===== config.mk =====
export PLATFORM = sky130hd
export DESIGN_NAME = pipeline_ctrl_fsm
export DESIGN_NICKNAME = d
export VERILOG_FILES = /design/src/rtl/pipeline_ctrl_fsm.sv
export SDC_FILE = /design/constraint.sdc
export NUM_CORES = 1
export LEC_CHECK = 0
export CAP_MARGIN = 5
export CORE_AREA = 10 10 67 69
export CTS_CLUSTER_DIAMETER = 50
export CTS_CLUSTER_SIZE = 14
export DETAILED_ROUTE_END_ITERATION = 10
export DIE_AREA = 0 0 77 79
export PLACE_DENSITY = 0.85
export SYNTH_ARGS = -nofsm -noshare
export SYNTH_HDL_FRONTEND = slang
export SYNTH_SLANG_ARGS = --single-unit

===== constraint.sdc =====
create_clock -name i_clock -period 2.68 [get_ports i_clock]
set_clock_uncertainty 0.15 [all_clocks]
set_input_delay 0.536 -clock i_clock [delete_from_list [all_inputs] [get_ports i_clock]]
set_output_delay 0.536 -clock i_clock [all_outputs]
set_load 0.05 [all_outputs]

===== src/rtl/pipeline_ctrl_fsm.sv =====
// Pipeline sequencing controller: run/step/HALT-drain control with load-use stall and branch flush.
// Optional macro STALL_COUNTER_EN enables the saturating load-use bubble counter on o_stall_count.
module pipeline_ctrl_fsm #(
  parameter int DRAIN_CYCLES = 4,
  parameter int CNT_W        = 16,
  parameter int REG_W        = 5
) (
  input  logic             i_clock,
  input  logic             i_reset,
  input  logic             i_mode_run,
  input  logic             i_step,
  input  logic             i_halt_instr,
  input  logic             i_branch_taken,
  input  logic             i_id_ex_memread,
  input  logic [REG_W-1:0] i_id_ex_rt,
  input  logic [REG_W-1:0] i_if_id_rs,
  input  logic [REG_W-1:0] i_if_id_rt,
  output logic             o_pc_enable,
  output logic             o_if_id_enable,
  output logic             o_if_id_flush,
  output logic             o_ctrl_selector,
  output logic             o_pipe_enable,
  output logic             o_halted,
  output logic [CNT_W-1:0] o_stall_count
);

  // state  | meaning
  // IDLE   | pipeline frozen, waiting for run mode or a step edge
  // RUN    | continuous execution
  // STEP   | one active cycle requested by the debug unit
  // DRAIN  | HALT seen in ID; older instructions retire, bubbles behind
  // HALTED | frozen until reset
  localparam logic [2:0] IDLE   = 3'd0;
  localparam logic [2:0] RUN    = 3'd1;
  localparam logic [2:0] STEP   = 3'd2;
  localparam logic [2:0] DRAIN  = 3'd3;
  localparam logic [2:0] HALTED = 3'd4;

  logic [2:0]       state, stateNext;
  logic [CNT_W-1:0] drainCnt, drainCntNext;
  logic             stepQ;
  logic             stepEdge;
  logic             active;
  logic             loadUse;

  assign stepEdge = i_step && !stepQ;
  assign active   = (state == RUN) || (state == STEP);
  assign loadUse  = i_id_ex_memread && (i_id_ex_rt != '0) &&
                    ((i_id_ex_rt == i_if_id_rs) || (i_id_ex_rt == i_if_id_rt));

  always_ff @(posedge i_clock or posedge i_reset) begin
    if (i_reset) begin
      state    <= IDLE;
      drainCnt <= '0;
      stepQ    <= 1'b0;
    end else begin
      state    <= stateNext;
      drainCnt <= drainCntNext;
      stepQ    <= i_step;
    end
  end

  // HALT only takes effect in a cycle that is not stalled by load-use.
  always_comb begin
    stateNext    = state;
    drainCntNext = drainCnt;
    case (state)
      IDLE: begin
        if (i_mode_run)    stateNext = RUN;
        else if (stepEdge) stateNext = STEP;
      end
      RUN, STEP: begin
        if (!loadUse && i_halt_instr) begin
          stateNext    = DRAIN;
          drainCntNext = CNT_W'(DRAIN_CYCLES - 1);
        end else if (state == STEP || !i_mode_run) begin
          stateNext = IDLE;
        end
      end
      DRAIN: begin
        if (drainCnt == '0) stateNext = HALTED;
        else                drainCntNext = drainCnt - CNT_W'(1);
      end
      HALTED:  stateNext = HALTED;
      default: stateNext = IDLE;
    endcase
  end

  always_comb begin
    o_pc_enable     = 1'b0;
    o_if_id_enable  = 1'b0;
    o_if_id_flush   = 1'b0;
    o_ctrl_selector = 1'b0;
    o_pipe_enable   = 1'b0;
    o_halted        = 1'b0;
    case (state)
      RUN, STEP: begin
        o_pipe_enable = 1'b1;
        if (!loadUse) begin
          o_pc_enable     = 1'b1;
          o_if_id_enable  = 1'b1;
          o_ctrl_selector = 1'b1;
          o_if_id_flush   = i_branch_taken && !i_halt_instr;
        end
      end
      DRAIN:   o_pipe_enable = 1'b1;
      HALTED:  o_halted = 1'b1;
      default: ;
    endcase
  end

`ifdef STALL_COUNTER_EN
  logic [CNT_W-1:0] stallCnt;

  always_ff @(posedge i_clock or posedge i_reset) begin
    if (i_reset)                                 stallCnt <= '0;
    else if (active && loadUse && stallCnt != '1) stallCnt <= stallCnt + CNT_W'(1);
  end

  assign o_stall_count = stallCnt;
`else
  assign o_stall_count = '0;
`endif

endmodule

-- Yosys cells after proc, flatten, opt, wreduce, memory -nomap -nowiden
Index checks and enable logic that the tools add are counted.
Widths: inputs -> output; s select.
- bits in registers: 20
- output and inout bits: 22
- input bits: 22
- reductions and logical operators: 19
- equal/unequal tests: 11
- multiplexer cells: 15
- $add $sub $neg: 1
- operators by type and width (cell ; number):
    $mux 16 ; 2
    $pmux 16 s2 ; 1
    $logic_not 16->1 ; 1
    $sub 16x1->16 const B ; 1
    $mux 3 ; 5
    $pmux 3 s4 ; 1
    $eq 5x5->1 ; 2
    $eq 3x2->1 const B ; 2
    $mux 1 ; 6
    $ne 2x2->1 const B ; 3
    $ne 3x3->1 const B ; 2
    $reduce_and 3->1 ; 2
    $logic_and 1x1->1 ; 5
    $reduce_bool 5->1 ; 1
    $logic_not 1->1 ; 4
    $eq 3x1->1 const B ; 1
    $eq 3x3->1 const B ; 1
    $logic_not 3->1 ; 1
    $reduce_or 3->1 ; 1
    $logic_or 1x1->1 ; 2
    $reduce_bool 2->1 ; 1
    $reduce_or 2->1 ; 1

-- Longest topological paths before layout
- depth after elaboration: 7
- mapped depth: 8
- depth with buffers taken out: 7

-- Worst setup path before layout
OpenSTA, ideal clock, no wires.
- path type: input -> output
- start point: input i_id_ex_rt[1]
- end point: output o_if_id_flush
- required time: 1994 ps
- stages: 5
- arrival time: 2831 ps
- path buffers: 0
- setup slack: -837 ps
- path through: or4_1 o21a_1 a21oi_1 nor2b_1 and3_1
- cells in the longest elaborated chain, start to end: 5
- RTL lines (element ; RTL line ; source):
    from (decl) ; 15 ; input logic [REG_W-1:0] i_id_ex_rt,
    $eq 5x5->1 or $reduce_bool 5->1 (tied branches) ; 49, 48 ;
    $logic_or 1x1->1 or $logic_and 1x1->1 (tied branches) ; 49, 48 ;
    $logic_and 1x1->1 * ; 48 ; assign loadUse = i_id_ex_memread && (i_id_ex_rt != '0) &&
    $mux 1 * ; 99 ; if (!loadUse) begin
    $mux 1 * ; 96 ; case (state)
    to (decl) ; 20 ; output logic o_if_id_flush,
Mark *: on every way between the ends. The rest lies on a longest branch, timed or not.

-- Worst setup path after layout
- start point: input i_id_ex_rt[3]
- end point: output o_if_id_flush
Same word-level chain as after synthesis.

==> out/metrics.csv <==
metric,value,unit
synth top area cells,"dfrtp_1 (35%), xnor2_1 (9.9%), buf_4 (9.6%)",
hold_ws,0.389,ns
Final setup violation count,0,
CTS tree,built,
initial antenna violation count,0,
Avg Inst Size Synth,8.77,sq um
DRT iter0 DRCs,41,
Crit Path Class,input pin to output port,
PortBufs,27,
Crit Path Max Fanout,2,
core area,3230,sq um
vias in the first global route,1105,
most frequent cells in the layout,"nor2_1 (21), dfrtp_1 (20), xnor2_1 (16), conb_1 (16), buf_4 (15)",
H-tree levels,1,
Leak,0.873,nW
Antenna Cells,0,
largest area contributor in the netlist,dfrtp_1,
worst skew pair latency,0.30,ns
PD cells,1000,nW/um^2
post-synthesis cell type count,38,
Power Total,1.83,mW
Tcrit/Tclk final,99.4,%
post-synthesis sequential area ratio,35.5,%
Slew headroom,49.9,%
post-synthesis async set-or-reset flop share,100,%
"Slew Viols, Final",0,
RePlAce Congestion,0.807,
CTS Buf Count,3,
Final Util,56.6,%
startpoint type of the worst setup path,input pin,
DP Wirelength,2460,um
Post-synth top flop,dfrtp_1,
routed vias/inst,4.82,
number of flops mapped to enable cells by yosys,0,
hold violation count in the final report,0,
"Clk pin slew, worst setup/hold paths",0.10,ns
Die Span Y,79,um
synthesis-to-layout area growth,29.6,%
Overflow after GRT,0,
GRT Total Usage,9.77,%
drt total wl,3140,um
Root Buffer Master,clkbuf_4,
design area,1830,sq um
Num Clock Sinks,20,
"Min Clock Period, post-route",2.66,ns
I/O Pins,44,
#FFs+latches synth,20,
Critical Path RT,1.99,ns
Gate Count Post-Synth,161,
setup tns final,0,ns
routed len/inst,12.8,um
Die X-Extent,77,um
num rows,21,
Max-Cap Viols,0,
largest net degree at the start of global routing,21,
Critical Path AT,1.98,ns
drt first pass iters,4,
worst hold path class,flop to flop,
Placed Instance Area,1780,sq um
via count,1186,
status,finished clean,
Die ar.,6080,sq um
RSZ-0062 raised after global routing,yes,
cell area after synthesis,1410,sq um
Max VDD drop,0.460,mV
YS warnings,0,
Layout Nets,226,
first-pass GRT wire length,5020,um
fmax,376,MHz
Hold Buf Count CTS,0,
Residual DRC,0,
Filler Cell Count,294,
initial core utilization,43.7,%
"commonest non-fill, non-tap cell in the layout",nor2_1,
CTS max path bufs,2,
Routed Antenna Nets,0,
Worst-Margin Slew,0.750,ns
share of the synthesized area in the top cell type,35.5,%
share of layout cells above drive strength 1,20.0,%
Setup crit end kind,output port,
-- layout make-up --
type	instances	area (sq um)	area share, %
flip-flops and latches	20	500	27.4
multi-input cells	124	786	43.0
well taps	46	57.6	3.15
clock buffers	3	22.5	1.23
repair buffers	42	422	23.1
inverters	11	41.3	2.26
-- cell usage after synthesis, drive strengths merged (2+ instances only) --
library cell,instances
nand2,10
nor3,7
o21a,2
dfrtp,20
nor2,21
ha,2
xor2,4
nand2b,2
buf,21
nand3,7
nor2b,3
mux2,2
o21ai,4
or4,3
xnor2,16
nor4,7
inv,11
a21oi,3
a211o,2
nand4,2
-- critical path, cell delays in order --
cell and delay, ns:
buf_8 0.09, or4_4 0.52, o21a_1 0.21, a21oi_2 0.13
nor2b_4 0.15, and3_4 0.20, buf_12 0.13
-- power by group --
group	internal (mW)	leakage, nW	switching, mW	total (mW)
combinational	0.545	0.595	0.689	1.23
clock	0.0524	0.0138	0.0861	0.138
sequential	0.375	0.263	0.0854	0.460
total	0.972	0.873	0.861	1.83
-- repair_timing --
| item | CTS | global route |
|---|---|---|
| pin swaps | 9 | 6 |
| buffers inserted | 3 | 0 |
| resized for setup | 27 | 3 |
| endpoints found under the setup margin | 7 | 4 |
| cloned | 0 | 0 |
-- flip-flops by register name, summed over array words and instances (netlist names) --
signal / cells
drainCnt: 16
state: 3
stepQ: 1
-- final timing paths --
path | from | endpoint | slack [ns] | depth (start not counted)
min in group asynchronous | i_reset | drainCnt[3] | 0.51 | 2
worst min-delay path | drainCnt[0] | drainCnt[0] | 0.39 | 1
worst max register to register | drainCnt[7] | drainCnt[7] | 0.41 | 6
max in group asynchronous | i_reset | drainCnt[6] | 1.40 | 2
worst min register to register | drainCnt[0] | drainCnt[0] | 0.39 | 1
worst max-delay path | i_id_ex_rt[3] | o_if_id_flush | 0.02 | 7
-- per-layer routing --
layer	part of all wire [%]	routed length [um]	global-route usage (%)	up-vias
li1	-	-	-	589
met1	48	1500	12.2	545
met2	44	1400	15.4	48
met3	6.8	214	2.70	4
met4	1.1	33	4.38	0
met5	0	0	0	-
-- kinds of logic after synthesis --
logic type	Yosys count	synth area share, %
simple gates	67	24.4
mux	2	1.60
other cells	1	0.266
compound gates	17	9.40
xor+xnor	20	12.4
buf+inv	32	14.7
flops	20	35.5
fa+ha+maj	2	1.77
-- stage by stage --
step,worst slack (ns),cells
final,0.0172,246
after global placement,-0.406,241
after global routing,-0.0416,246
after floorplan,-0.144,176
after CTS,-0.00435,246
after detailed placement,-0.441,241
Note: power is estimated with default switching activity, not from simulation.
